## src/rtl/synth_harness_driver.sv

```systemverilog
// LFSR-driven stimulus/response sequencer for the synthesis harness.
// Optional signature register enabled by HARNESS_DRIVER_SIG_EN.
module synth_harness_driver #(
  parameter int          IN_WIDTH = 32,
  parameter int          LATENCY  = 2,
  parameter int          ITERS    = 16,
  parameter logic [15:0] SEED     = 16'hACE1
) (
  input  logic        clk,
  input  logic        rst,
  input  logic        start,
  output logic        busy,
  output logic        done,
  output logic        pin_in,
  output logic        pin_valid,
  output logic        pin_capture,
  input  logic        pin_out,
  output logic [15:0] signature
);

  localparam int BW = $clog2(IN_WIDTH + 1);
  localparam int WW = (LATENCY > 0) ? $clog2(LATENCY + 1) : 1;
  localparam int IW = $clog2(ITERS + 1);

  localparam logic [15:0]   SEED_EFF  = (SEED == 16'h0) ? 16'h0001 : SEED;
  localparam logic [BW-1:0] BIT_LAST  = BW'(IN_WIDTH - 1);
  localparam logic [WW-1:0] WAIT_LAST = WW'((LATENCY > 0) ? LATENCY - 1 : 0);
  localparam logic [IW-1:0] ITER_LAST = IW'(ITERS - 1);

  typedef enum logic [2:0] {
    S_IDLE,
    S_SHIFT,
    S_WAIT,
    S_CAPTURE,
    S_SAMPLE
  } state_t;

  state_t        state;
  logic [15:0]   lfsr;
  logic [15:0]   lfsr_nxt;
  logic [BW-1:0] bit_cnt;
  logic [WW-1:0] wait_cnt;
  logic [IW-1:0] iter_cnt;

  assign lfsr_nxt = {1'b0, lfsr[15:1]} ^ (lfsr[0] ? 16'hB400 : 16'h0000);

  // lfsr always holds the bit being presented, so pin_in can be
  // registered alongside pin_valid without a one-cycle skew.
  always_ff @(posedge clk) begin
    if (rst) begin
      state       <= S_IDLE;
      busy        <= 1'b0;
      done        <= 1'b0;
      pin_in      <= 1'b0;
      pin_valid   <= 1'b0;
      pin_capture <= 1'b0;
      lfsr        <= SEED_EFF;
      bit_cnt     <= '0;
      wait_cnt    <= '0;
      iter_cnt    <= '0;
    end else begin
      pin_in      <= 1'b0;
      pin_valid   <= 1'b0;
      pin_capture <= 1'b0;
      unique case (state)
        S_IDLE: begin
          if (start) begin
            state     <= S_SHIFT;
            busy      <= 1'b1;
            done      <= 1'b0;
            lfsr      <= SEED_EFF;
            bit_cnt   <= '0;
            wait_cnt  <= '0;
            iter_cnt  <= '0;
            pin_valid <= 1'b1;
            pin_in    <= SEED_EFF[0];
          end
        end
        S_SHIFT: begin
          lfsr <= lfsr_nxt;
          if (bit_cnt == BIT_LAST) begin
            bit_cnt  <= '0;
            wait_cnt <= '0;
            if (LATENCY == 0) begin
              state       <= S_CAPTURE;
              pin_capture <= 1'b1;
            end else begin
              state <= S_WAIT;
            end
          end else begin
            bit_cnt   <= bit_cnt + BW'(1);
            pin_valid <= 1'b1;
            pin_in    <= lfsr_nxt[0];
          end
        end
        S_WAIT: begin
          if (wait_cnt == WAIT_LAST) begin
            wait_cnt    <= '0;
            state       <= S_CAPTURE;
            pin_capture <= 1'b1;
          end else begin
            wait_cnt <= wait_cnt + WW'(1);
          end
        end
        S_CAPTURE: begin
          state <= S_SAMPLE;
        end
        S_SAMPLE: begin
          iter_cnt <= iter_cnt + IW'(1);
          if (iter_cnt == ITER_LAST) begin
            state <= S_IDLE;
            busy  <= 1'b0;
            done  <= 1'b1;
          end else begin
            state     <= S_SHIFT;
            pin_valid <= 1'b1;
            pin_in    <= lfsr[0];
          end
        end
        default: begin
          state <= S_IDLE;
          busy  <= 1'b0;
        end
      endcase
    end
  end

`ifdef HARNESS_DRIVER_SIG_EN
  logic [15:0] sig;

  // CRC-CCITT style fold of one parity bit per iteration
  always_ff @(posedge clk) begin
    if (rst) begin
      sig <= 16'h0000;
    end else if (state == S_IDLE && start) begin
      sig <= 16'h0000;
    end else if (state == S_SAMPLE) begin
      sig <= {sig[14:0], 1'b0}
           ^ (sig[15] ? 16'h1021 : 16'h0000)
           ^ {15'b0, pin_out};
    end
  end

  assign signature = sig;
`else
  logic unused_pin_out;
  assign unused_pin_out = pin_out;
  assign signature      = 16'h0000;
`endif

endmodule

```

## config.mk

```make
export PLATFORM = sky130hd
export DESIGN_NAME = synth_harness_driver
export DESIGN_NICKNAME = d
export VERILOG_FILES = /design/src/rtl/synth_harness_driver.sv
export SDC_FILE = /design/constraint.sdc
export NUM_CORES = 1
export LEC_CHECK = 0
export ABC_AREA = 0
export BUFFER_PORTS_ARGS = -buffer_cell sky130_fd_sc_hd__buf_4
export CELL_PAD_IN_SITES_DETAIL_PLACEMENT = 1
export CELL_PAD_IN_SITES_GLOBAL_PLACEMENT = 1
export CORE_ASPECT_RATIO = 1.25
export CORE_MARGIN = 3
export CORE_UTILIZATION = 40
export CTS_CLUSTER_DIAMETER = 30
export DETAILED_ROUTE_END_ITERATION = 6
export PLACE_DENSITY_LB_ADDON = 0.2
export SYNTH_ARGS = -nofsm -noshare
export SYNTH_HDL_FRONTEND = slang
export SYNTH_SLANG_ARGS = --single-unit
```

## constraint.sdc

```tcl
create_clock -name clk -period 1.6 [get_ports clk]
set_input_delay 0.16 -clock clk [delete_from_list [all_inputs] [get_ports clk]]
set_output_delay 0.16 -clock clk [all_outputs]
set_load 0.05 [all_outputs]
```

==> run metrics, run 1 <==
status finished, final reports clean; Max Cap Viol 0; worst setup margin 0.104 ns; Leak 0.759 nW; via count 1,472; Nets 226; pre-CTS setup slack 0.0217 ns; Starting Density 0.424; Post-CTS Hold Buffers 0; Ports 25; first-pass GRT wire length 7020 um; TritonCTS clock tree done; global-route usage over all layers 0.169; Die Height 80.5 um; core area 4200 um2; Core Rows 26; Synth cell types 44; Clock Power Share 0.393; number of inserted diodes 0; Synth Cell Area 1780 um2; RR Endpoint state[0]$_SDFFE_PP0P_; WHS Path Cells 2; Routed WL 4090 um; die area 5290 um2; PD cells 1050 nW/um2; cells after synthesis 206; pin count of the biggest net entering global routing 39; WL/cell 14.8 um; routability cong. 0.715; clock skew 0.00375 ns; Worst Hold Path EP done$_SDFFE_PP0P_; placed cells 268; grt total ovfl 0; R2R cell count 4; RSZ-0062 raised after global routing false; area leader, netlist dfxtp_1; worst hold start rst; CP Data Arrival Time 1.71 ns; final setup fails 0; share of cells above drive strength 1 0.173; worst reg2reg startpoint state[2]$_SDFFE_PP0P_; switch share 0.270; H-Tree Depth 2; Num CTS Buffers 5; Final period util 0.935; Synth area leaders dfxtp_1 42%, buf_4 7.2%, a21oi_1 5.3%; Fmax achieved 0.668 GHz; DR vias/cell 5.33; min cycle time layout 1.50 ns; Max Slew Vio Count 0; critical setup path kind flop to flop; Max FO, Critical Path 10; Die X 65.6 um; Final HPWL DP 2870 um; filler instances 492; Async SR Flop Fraction 0; clock tree buffer depth 2; First DRT Iteration DRCs 59; CP required 1.81 ns; vias in the first global route 1,496; Psw 0.000572 W; element type at the critical path start flop; HP Class input pin to flop; Sequential Power Share 0.460; Synth Warn # 0; Routed Antenna Nets 0; non-filler instance count after layout 276; Comb power frac 0.147; synthesized flop and latch total 37; peak supply drop 0.555 mV; Synth top area share 0.417; setup TNS 0 ns; post-synthesis sequential area ratio 0.417; CTS root buffer clkbuf_8; PnR Total Power 0.00212 W; first drt pass iteration count 4; CP Capture Type flop; syn_area_per_cell 8.63 um2; clock sinks 37; Reg clk slew, reported paths 0.07 ns; number of synthesized flops with an enable pin 0; clk_lat worst skew 0.29 ns; placed cell area 1880 um2; design area 2010 um2; port buffer count 7; Primary FF master, synth dfxtp_1; R2R Setup Slk 0.10 ns; number of failing hold endpoints at the final stage 0; Cell Int Power 0.00155 W; Synth-to-Final Area Change 13.2%; initial antenna violation count 0; Residual DRC 0
[how the worst max path moves through the flow]
stage,to,from
2_1_floorplan,bit_cnt[5]$_SDFFE_PP0P_,state[1]$_SDFFE_PP0P_
3_3_place_gp,done$_SDFFE_PP0P_,state[2]$_SDFFE_PP0P_
3_5_place_dp,pin_in$_SDFF_PP0_,iter_cnt[0]$_SDFFE_PP0P_
4_1_cts,pin_in$_SDFF_PP0_,iter_cnt[1]$_SDFFE_PP0P_
5_1_grt,pin_in$_SDFF_PP0_,iter_cnt[1]$_SDFFE_PP0P_
6_report,state[0]$_SDFFE_PP0P_,state[2]$_SDFFE_PP0P_
[cell families (layout without fill, tap and decap cells)]
kind of cell,count (synthesis),after routing,synth area share
fa+ha+maj,3,3,0.0211
xor+xnor,3,3,0.0148
flops,37,37,0.417
other cells,1,16,0.00211
buf+inv,33,32,0.110
compound gates,49,49,0.183
simple gates,80,80,0.252
[layer usage]
metal	track usage	up-vias	routed length, um
met5	0	-	0
met4	0.0519	0	46
met3	0.0364	6	105
met2	0.302	23	2140
met1	0.198	714	1800
li1	-	729	-
[layout by cell type (no fill, tap or decap), types with 2 or more instances in the layout]
cell type	n
a21oi_1	19
a311oi_1	6
a31oi_1	2
a41oi_1	2
buf_4	22
clkbuf_8	6
conb_1	16
dfxtp_1	34
dfxtp_2	3
ha_2	2
inv_1	2
nand2_1	16
nand2b_1	5
nand3_1	18
nand3b_1	2
nor2_1	11
nor2b_1	2
nor3_1	10
nor3b_1	2
nor3b_4	2
o211ai_1	4
o21ai_1	2
o21bai_1	9
or3_1	2
xor2_1	3
[layout make-up]
class	count	area (um2)	share of cell area
clock buffer	7	86.3	0.0429
clock inverter	1	30.0	0.0149
inverter	2	7.51	0.00373
multi-input combinational	151	908	0.451
sequential	37	744	0.370
tap	56	70.1	0.0348
timing repair buffer	22	165	0.0821
[registers in the layout, indices dropped and copies added, names as in the netlist]
| name | count |
|---|---|
| pin_capture | 1 |
| done | 1 |
| bit_cnt | 6 |
| pin_in | 1 |
| iter_cnt | 5 |
| busy | 1 |
| state | 3 |
| lfsr | 16 |
| wait_cnt | 2 |
| pin_valid | 1 |
[critical path, cell delays in order, from the launching register on]
cell and delay [ns]:
dfxtp_2 0.37, or4b_1 0.56, buf_4 0.20, o21a_1 0.13
a31oi_1 0.17
[synth_stat cells, drive strengths merged, types with 2 or more instances]
master  number
xor2         3
a31oi        2
nor2b        2
a21oi       19
nor4b        2
o21bai       9
buf         25
clkbuf       6
nand3       18
nor3b        4
a311oi       6
nand2b       5
o211ai       4
or3b         2
inv          2
dfxtp       37
a41oi        2
o21ai        2
nand2       16
nor2        11
ha           3
or3          2
nor3        10
nand3b       2
[stage by stage]
stage	util	hold WS, ns
6_report	0.479	0.276
5_1_grt	0.479	0.307
4_1_cts	0.476	0.275
3_5_place_dp	0.448	0.420
3_3_place_gp	0.448	0.408
2_1_floorplan	-	0.366
[power groups by stage]
| stage | Clock, W | Combinational [W] | Sequential (W) |
|---|---|---|---|
| final | 0.000833 | 0.000311 | 0.000976 |
| after floorplan | 0 | 0.000247 | 0.00101 |
| after detailed placement | 0 | 0.000308 | 0.000998 |
| after global routing | 0.000895 | 0.000337 | 0.000980 |
| after CTS | 0.000847 | 0.000309 | 0.000977 |
| after global placement | 0 | 0.000299 | 0.000995 |
[repair_timing]
action / 4_1_cts / 5_1_grt
gates resized for setup: 1 / 6
setup endpoints to repair: 1 / 5
buffers inserted: 0 / 0
cloned: 0 / 0
No activity file was read; power rests on OpenSTA's default activity.
==> inputs of run 2 (changes only) <==
--- a/config.mk
+++ b/config.mk
@@ -14,6 +14,7 @@
 export CORE_UTILIZATION = 40
 export CTS_CLUSTER_DIAMETER = 30
 export DETAILED_ROUTE_END_ITERATION = 6
+export GPL_TIMING_DRIVEN = 0
 export PLACE_DENSITY_LB_ADDON = 0.2
 export SYNTH_ARGS = -nofsm -noshare
 export SYNTH_HDL_FRONTEND = slang
==> run 2 against run 1 <==
  * Setup slack gained 0.0022 ns
  * Sequential cell count unchanged
  * Utilization is 2.7 points higher
  * Final cell count rose by 6.2%
  * Highest routed layer unchanged
  * Clock skew is 0.0018 ns higher
  * Largest power group unchanged
  * Critical endpoint is now bit_cnt[0]$_SDFFE_PP0P_
==> run metrics, run 2 (same netlist as run 1, synthesis figures left out) <==
Post-CTS Hold Buffers 0 (unchanged); DR vias/cell 5.23 (was 5.33); Routed WL 4200 um (was 4090 um); core area 4200 um2 (unchanged); clock sinks 37 (unchanged); initial antenna violation count 0 (unchanged); clock tree buffer depth 2 (unchanged); port buffer count 7 (unchanged); Critical-path top delay cell or4b_1 (unchanged); max reg flops 16 (unchanged); Max transition margin 0.617; CP Data Arrival Time 1.65 ns (was 1.71 ns); Largest Register lfsr (unchanged); Routed Antenna Nets 0 (unchanged); element type at the critical path start flop (unchanged); placed cell area 1960 um2 (was 1880 um2); pre-CTS setup slack -0.0921 ns (was 0.0217 ns); H-Tree Depth 2 (unchanged); Reg clk slew, reported paths 0.07 ns (about the same); clk_lat worst skew 0.29 ns (about the same); CTS root buffer clkbuf_8 (unchanged); Top delay family on crit path simple AND/OR/NAND/NOR gates (unchanged); PnR Total Power 0.00204 W (was 0.00212 W); PD cells 959 nW/um2 (was 1050 nW/um2); share of cells above drive strength 1 0.215 (was 0.173); CP Cell Sequence or4b_1 > buf_6 > buf_6 > nand4b_1 > o31ai_1 (was or4b_1 > buf_4 > o21a_1 > a31oi_1); clock skew 0.00553 ns (was 0.00375 ns); worst hold slack 0.163 ns (was 0.276 ns); Ports 25 (unchanged); first-pass GRT wire length 7330 um (was 7020 um); most used cell, CP buf_6; design area 2120 um2 (was 2010 um2); Max FO, Critical Path 10 (unchanged); First DRT Iteration DRCs 39 (was 59); TritonCTS clock tree done (unchanged); Die Height 80.5 um (unchanged); final core utilization 0.506 (was 0.479); peak supply drop 0.439 mV (was 0.555 mV); Final HPWL DP 2990 um (was 2870 um); Num CTS Buffers 5 (unchanged); vias in the first global route 1,577 (was 1,496); filler instances 506 (was 492); Max Slew Vio Count 0 (unchanged); pin count of the biggest net entering global routing 12 (was 39); via count 1,531 (was 1,472); global-route usage over all layers 0.177 (was 0.169); Synth-to-Final Area Change 19.5% (was 13.2%); commonest non-fill, non-tap cell in the layout dfxtp_1 (unchanged); Leak 0.843 nW (was 0.759 nW); first drt pass iteration count 4 (unchanged); Slew @ Worst Pin 0.575 ns; Die X 65.6 um (unchanged); CP required 1.76 ns (was 1.81 ns); Nets 243 (was 226); WL/cell 14.3 um (was 14.8 um); Fmax achieved 0.669 GHz (was 0.668 GHz); Crit path largest cell delay 0.52 ns (was 0.56 ns); Starting Density 0.424 (unchanged); routability cong. 0.737 (was 0.715); number of inserted diodes 0 (unchanged); grt total ovfl 0 (unchanged); critical setup path kind flop to flop (unchanged); Final period util 0.934 (was 0.935); CP Capture Type flop (unchanged); Core Rows 26 (unchanged); die area 5290 um2 (unchanged); number of failing hold endpoints at the final stage 0 (unchanged); Max Cap Viol 0 (unchanged); HP Class input pin to flop (unchanged); worst setup margin 0.106 ns (was 0.104 ns); status finished, final reports clean (unchanged); Bufs and invs on worst path 2 (was 1); Largest regs lfsr (16), bit_cnt (6), iter_cnt (5) (unchanged); final setup fails 0 (unchanged); Residual DRC 0 (unchanged); min cycle time layout 1.49 ns (was 1.50 ns); commonest non-fill, non-tap cells in the layout 34 x dfxtp_1, 26 x buf_4, 19 x a21oi_1 (was 34 x dfxtp_1, 22 x buf_4, 19 x a21oi_1)
[run 2: area by class of cell]
class                   count  area [um2]  share of cell area
inverters                   2        7.51             0.00353
plain buffers              31         215               0.101
clock buffers               7        96.3              0.0453
multi-input cells         151         923               0.435
flip-flops and latches     37         747               0.352
clock inverters             1        5.00             0.00236
well taps                  56        70.1              0.0330
repair buffers              8        60.1              0.0283
[run 2: path summary, 6_finish.rpt]
check / from / end / cells past startpoint / slack (ns)
setup / recovery: state[1]$_SDFFE_PP0P_ / bit_cnt[0]$_SDFFE_PP0P_ / 5 / 0.11
hold / removal: rst / bit_cnt[5]$_SDFFE_PP0P_ / 3 / 0.16
setup reg to reg: state[1]$_SDFFE_PP0P_ / bit_cnt[0]$_SDFFE_PP0P_ / 5 / 0.11
hold reg to reg: wait_cnt[1]$_SDFFE_PP0P_ / pin_capture$_SDFF_PP0_ / 1 / 0.42
[run 2: power by group]
| group | internal, W | switching [W] | total [W] |
|---|---|---|---|
| sequential | 0.000951 | 0.0000188 | 0.000970 |
| combinational | 0.000112 | 0.000239 | 0.000351 |
| clock | 0.000389 | 0.000327 | 0.000716 |
[run 2: metal layers]
metal / global-route usage / vias to the layer above / share of wire
li1: - / 768 / -
met1: 0.208 / 732 / 0.45
met2: 0.319 / 22 / 0.50
met3: 0.0350 / 9 / 0.027
met4: 0.0498 / 0 / 0.018
met5: 0 / - / 0
[run 2: repair_timing]
item,in CTS,in global routing
hold endpoints to repair,0,0
setup endpoints to repair,17,29
pin swaps,0,0
gates resized for setup,5,16
setup buffers,0,1
[run 2: worst reg2reg max path, cell delays in order (launching register included)]
cell and delay (ns):
dfxtp_4 0.38, or4b_1 0.52, buf_6 0.16, buf_6 0.14, nand4b_1 0.10, o31ai_1 0.07
[run 2: metrics by stage]
step	TNS [ns]	instances
2_1_floorplan	0	221
3_3_place_gp	-0.279	284
3_5_place_dp	-0.524	284
4_1_cts	0	292
5_1_grt	-0.0118	293
6_report	0	293
